--- config.mk ---
export PLATFORM = sky130hd
export DESIGN_NAME = distortion_ctrl
export DESIGN_NICKNAME = d
export VERILOG_FILES = /design/src/rtl/distortion_pkg.sv /design/src/rtl/switch_debounce.sv /design/src/rtl/distortion_ctrl.sv
export SDC_FILE = /design/constraint.sdc
export NUM_CORES = 2
export LEC_CHECK = 0
export BUFFER_PORTS_ARGS = -buffer_cell sky130_fd_sc_hd__buf_2
export CAP_MARGIN = 0
export CORE_MARGIN = 2
export CORE_UTILIZATION = 55
export DETAILED_ROUTE_END_ITERATION = 12
export PLACE_DENSITY = 0.8
export SYNTH_ARGS = -nofsm -noshare
export SYNTH_HDL_FRONTEND = slang
export SYNTH_SLANG_ARGS = --single-unit
--- constraint.sdc ---
create_clock -name CLOCK_50 -period 15.6 [get_ports CLOCK_50]
set_input_delay 3.9 -clock CLOCK_50 [delete_from_list [all_inputs] [get_ports CLOCK_50]]
set_output_delay 3.9 -clock CLOCK_50 [all_outputs]
set_load 0.02 [all_outputs]
--- src/rtl/distortion_pkg.sv ---
// distortion_pkg: shared types and the dry/wet crossfade arithmetic for the distortion controller
package distortion_pkg;
  localparam int SAMPLE_W = 32;
  typedef logic signed [SAMPLE_W-1:0] sample_t;
  typedef enum logic [2:0] {BYPASS, FADE_IN, ACTIVE, FADE_OUT, SWAP} ctrl_state_t;
  // dry + ((wet - dry) * gain) >>> sh; the result always lies between dry and wet
  function automatic sample_t mix(sample_t dry, sample_t wet, logic [16:0] gain, int unsigned sh);
    logic signed [63:0] diff, prod, sum;
    diff = 64'(wet) - 64'(dry);
    prod = diff * $signed({47'd0, gain});
    sum = 64'(dry) + (prod >>> sh);
    return sum[SAMPLE_W-1:0];
  endfunction
endpackage

--- src/rtl/switch_debounce.sv ---
// switch_debounce: accepts a raw switch change only after DEBOUNCE_SAMPLES consecutive differing strobes
module switch_debounce #(
  parameter int DEBOUNCE_SAMPLES = 64
) (
  input  logic CLOCK_50,
  input  logic reset,
  input  logic sample_valid,
  input  logic raw,
  output logic level
);
  localparam int CW = $clog2(DEBOUNCE_SAMPLES + 1);
  logic [CW-1:0] cnt_q, cnt_d;
  logic level_q, level_d;
  always_comb begin
    cnt_d = cnt_q;
    level_d = level_q;
    if (sample_valid) begin
      cnt_d = raw != level_q ? cnt_q + CW'(1) : '0;
      if (cnt_d == CW'(DEBOUNCE_SAMPLES)) begin
        level_d = raw;
        cnt_d = '0;
      end
    end
  end
  always_ff @(posedge CLOCK_50) begin
    if (reset) begin
      cnt_q <= '0;
      level_q <= 1'b0;
    end else begin
      cnt_q <= cnt_d;
      level_q <= level_d;
    end
  end
  // post-update value, so the strobe that flips the level is seen by the sequencer on that same strobe
  assign level = level_d;
endmodule

--- src/rtl/distortion_ctrl.sv ---
// distortion_ctrl: debounced enable/drive sequencing with click-free dry/wet crossfade
module distortion_ctrl
  import distortion_pkg::*;
#(
  parameter int FADE_LOG2 = 8,
  parameter int DEBOUNCE_SAMPLES = 64
) (
  input  logic    CLOCK_50,
  input  logic    reset,
  input  logic    sample_valid,
  input  logic    enable_req,
  input  logic    high_req,
  input  sample_t dry_L,
  input  sample_t dry_R,
  input  sample_t wet_L,
  input  sample_t wet_R,
  output logic    dist_enable,
  output logic    dist_high,
  output sample_t out_L,
  output sample_t out_R,
  output logic    out_valid,
  output logic    busy
);
  localparam logic [FADE_LOG2:0] G = {1'b1, {FADE_LOG2{1'b0}}};
  ctrl_state_t state_q, state_d;
  logic [FADE_LOG2:0] gain_q, gain_d, gain_dec;
  logic high_q, high_d, en_q, busy_q, ov_q, en_db, hi_db;
  sample_t out_l_q, out_r_q;
  switch_debounce #(.DEBOUNCE_SAMPLES(DEBOUNCE_SAMPLES)) u_en_db (
    .CLOCK_50(CLOCK_50), .reset(reset), .sample_valid(sample_valid), .raw(enable_req), .level(en_db)
  );
  switch_debounce #(.DEBOUNCE_SAMPLES(DEBOUNCE_SAMPLES)) u_hi_db (
    .CLOCK_50(CLOCK_50), .reset(reset), .sample_valid(sample_valid), .raw(high_req), .level(hi_db)
  );
  assign gain_dec = gain_q == '0 ? '0 : gain_q - 1'b1;
  always_comb begin
    state_d = state_q;
    gain_d = gain_q;
    high_d = high_q;
    if (sample_valid) begin
      case (state_q)
        BYPASS: begin
          gain_d = '0;
          if (en_db) begin
            high_d = hi_db;
            state_d = FADE_IN;
          end
        end
        FADE_IN: begin
          gain_d = gain_q == G ? G : gain_q + 1'b1;
          state_d = !en_db ? FADE_OUT : hi_db != high_q ? SWAP : gain_d == G ? ACTIVE : FADE_IN;
        end
        ACTIVE: begin
          gain_d = G;
          state_d = !en_db ? FADE_OUT : hi_db != high_q ? SWAP : ACTIVE;
        end
        FADE_OUT: begin
          gain_d = gain_dec;
          state_d = en_db && hi_db == high_q ? FADE_IN : gain_d == '0 ? BYPASS : FADE_OUT;
        end
        SWAP: begin
          gain_d = gain_dec;
          if (gain_d == '0) begin
            high_d = hi_db;
            state_d = en_db ? FADE_IN : BYPASS;
          end
        end
        default: begin
          state_d = BYPASS;
          gain_d = '0;
        end
      endcase
    end
  end
  always_ff @(posedge CLOCK_50) begin
    if (reset) begin
      state_q <= BYPASS;
      gain_q <= '0;
      high_q <= 1'b0;
      en_q <= 1'b0;
      busy_q <= 1'b0;
      ov_q <= 1'b0;
      out_l_q <= '0;
      out_r_q <= '0;
    end else begin
      state_q <= state_d;
      gain_q <= gain_d;
      high_q <= high_d;
      en_q <= state_d != BYPASS;
      busy_q <= state_d inside {FADE_IN, FADE_OUT, SWAP};
      ov_q <= sample_valid;
      if (sample_valid) begin
        out_l_q <= mix(dry_L, wet_L, 17'(gain_q), FADE_LOG2);
        out_r_q <= mix(dry_R, wet_R, 17'(gain_q), FADE_LOG2);
      end
    end
  end
  assign dist_enable = en_q;
  assign dist_high = high_q;
  assign busy = busy_q;
  assign out_valid = ov_q;
  assign out_L = out_l_q;
  assign out_R = out_r_q;
endmodule

==> flow_summary_export.csv <==
group,metric,value,unit
place,hpwl,55.5,mm
grt,first_global_vias,24273,
status,status,"completed",
drt,drc,0,
worst_setup_path,cp-end-kind,"flip-flop",
power_and_ir_drop,p_int,628,uW
run,drv_cap,0,
drt,wirelength,70.6,mm
synth,async_reset_ff_share,0,%
clocking,ctsResizeCount,0,
worst_setup_path,cp_slowest_cell,"xnor2_1",
worst_setup_path,slowest_delay,0.70,ns
drt,initialDrtViolationCount,1289,
timing,worst_pin_slew,1.11,ns
place,place_area,0.0304,mm^2
drt,dr.pass1.iters,6,
place,io_buffers,200,
grt,grt_overflow,0,
grt,grt_pass1_wl,118,mm
synth,synth_area,0.0287,mm^2
synth,synthAdderAreaFrac,45.0,%
timing,fin_crit_sh,90.1,%
worst_setup_path,critical_path_class,"input pin to flip-flop",
final_layout,syn_to_final_growth,6.90,%
final_layout,nets,4445,
final_layout,drive_above_1_share,8.71,%
synth,syn_inst,3422,
worst_setup_path,required,15.93,ns
synth,syn_avg_cell_area,8.40,um^2
timing,setup_tns,0,ns
timing,slew_headroom,25.6,%
synth,ys_types,103,
clocking,htreeDepth,3,
grt,grt_max_degree,74,
synth,synth_compound_area_share,12.7,%
worst_setup_path,crit_top_cell,"fa_1",
place,gp_congestion,0.880,
synth,synth_xor_area_share,6.10,%
clocking,cts_tree,"yes",
clocking,cts_inserted_buffers,9,
synth,ys_seq_area_share,6.69,%
drt,viasPerCell,5.58,
timing,fin_skew,0.0156,ns
power_and_ir_drop,clockPowerShare,22.1,%
worst_setup_path,cp_max_fo,9,
floorplan,die_h,233,um
power_and_ir_drop,switching_share,48.2,%
clocking,cts_root_buf,"clkbuf_16",
clocking,cts_hold_buf,0,
clocking,clk_pin_slew,0.09,ns
final_layout,seqCellArea,0.00193,mm^2
power_and_ir_drop,p_leak,0.0166,uW
power_and_ir_drop,ir_drop,0.0000549,V
drt,via_count,23681,
timing,report.final.slew_viol_count,0,
floorplan,top_level_ports,201,
synth,ys_ff_latch,96,
floorplan,core,0.0515,mm^2
worst_hold_path,hp-class,"flip-flop to flip-flop",
clocking,cts.path.max_buffers,2,
final_layout,nFillCells,4582,
power_and_ir_drop,power.total,1210,uW
synth,synth-simple-area-share,18.6,%
timing,fmax,0.0711,GHz
clocking,cts_setup_buffers,0,
worst_setup_path,worstPathArrival,14.40,ns
power_and_ir_drop,p_switching,585,uW
timing,hold_violations,0,
drt,avgRoutedWirePerCell,16.7,um
floorplan,initial_core_util,55.8,%
floorplan,rows,83,
grt,grt_antenna_before_repair,0,
worst_setup_path,start_kind,"input pin",
clocking,clock-sinks,96,
synth,synth_ff_type,"dfxtp_1",
synth,synth_enable_flop_cells,0,
grt,track_usage,27.2,%
clocking,clk_latency,0.42,ns
synth,synth_top_family_by_area,"adder cells",
timing,fin_crit,14.06,ns
drt,ant_nets,0,
synth,synth.area.mux_share,1.87,%
final_layout,multi_input_area,0.0242,mm^2
timing,rsz0062_at_grt,"no",
floorplan,die-area,0.0541,mm^2
power_and_ir_drop,p_seq_share,23.1,%
synth,synth_warnings,0,
synth,synth_fp_nets,4311,
final_layout,antennaDiodeCount,0,
timing,setup_viol_count_final,0,
power_and_ir_drop,p_comb_share,54.9,%
power_and_ir_drop,powerDensity,39.5,mW/mm^2
final_layout,final_cell_area,0.0307,mm^2
floorplan,die_x,233,um
synth_stat cells, drive strengths merged (41+ instances only):
library cell / instances / area [um^2]
nor2: 220 / 836
o21a: 42 / 315
a21oi: 167 / 862
xnor2: 138 / 1220
nand3: 47 / 240
nor3: 41 / 205
dfxtp: 96 / 1920
and2: 277 / 1740
o21ai: 94 / 489
ha: 296 / 3700
clkbuf: 93 / 349
a21o: 62 / 465
xor2: 56 / 490
nand2: 372 / 1400
mux2i: 48 / 493
fa: 460 / 9210
inv: 581 / 2180
placed cells by master, fill, tap and decap left out, types with 19 or more instances in the layout:
| cell type | instances |
|---|---|
| fa_1 | 460 |
| nand3_1 | 46 |
| nor2b_1 | 38 |
| o21ai_0 | 78 |
| xor2_1 | 56 |
| nor3_1 | 41 |
| o21a_1 | 42 |
| buf_4 | 29 |
| a21o_1 | 62 |
| nor2_1 | 218 |
| dfxtp_1 | 87 |
| ha_1 | 296 |
| a211oi_1 | 19 |
| inv_1 | 580 |
| mux2i_1 | 47 |
| nand2b_1 | 32 |
| xnor2_1 | 137 |
| and2_1 | 276 |
| buf_2 | 198 |
| a21oi_1 | 160 |
| nand2_1 | 370 |
| o21bai_1 | 25 |
registers in the layout, indices dropped and copies added, names as in the netlist:
name             flops
out_L               32
out_R               32
gain_q               9
u_en_db.cnt_q        7
u_hi_db.cnt_q        7
state_q              3
busy                 1
dist_enable          1
dist_high            1
out_valid            1
u_en_db.level_q      1
u_hi_db.level_q      1
routing by layer:
layer	share of wire, %	track usage (%)	routed length, um
met1	43	35.7	30500
met3	6.1	4.26	4280
met4	2.2	7.66	1540
met2	49	46.7	34300
met5	0	0	0
cells by family after synthesis:
family	count (synthesis)
flip-flops	96
buffers and inverters	686
adder cells (fa/ha/maj)	757
XOR/XNOR	196
AND/OR/NAND/NOR	1098
AO/OA/AOI/OAI	537
multiplexers	52
final cells by class:
class | count | area share, %
tap | 680 | 2.77
clock inverter | 7 | 0.273
sequential | 96 | 6.29
timing repair buffer | 227 | 3.93
inverter | 582 | 7.11
multi-input combinational | 2640 | 78.9
clock buffer | 9 | 0.733
per-stage QoR:
step | hold slack (ns) | worst slack, ns | util, % | std cells
2_1_floorplan | 0.451 | 2.54 | - | 3422
3_3_place_gp | 0.447 | 1.34 | 59.0 | 4225
3_5_place_dp | 0.452 | 1.16 | 59.0 | 4225
4_1_cts | 0.465 | 1.59 | 59.6 | 4241
5_1_grt | 0.490 | 0.702 | 59.6 | 4241
6_report | 0.464 | 1.54 | 59.6 | 4241
final timing paths:
check            start         to  cells past startpoint  slack [ns]
max           dry_L[0]  out_L[31]                     44        1.54
min          out_R[13]  out_R[13]                      2        0.46
max reg2reg  gain_q[2]  out_L[31]                     36        5.95
min reg2reg  out_R[13]  out_R[13]                      2        0.46
power by group through the flow:
stage	logic, uW	registers, uW	clock network [uW]
after floorplan	425	307	0
after global placement	648	285	0
after detailed placement	658	286	0
after CTS	662	280	277
after global routing	733	283	282
final	665	280	267
critical path, delay by kind of cell:
family	cells	cell delay, ns
xor gates and xnor gates	4	1.32
adders and majority gates	9	3.82
buffers and inverters	4	0.26
AOI/OAI and AO/OA	20	4.19
and+or+nand+nor	7	0.88
Power figures use the tool's default switching activity.
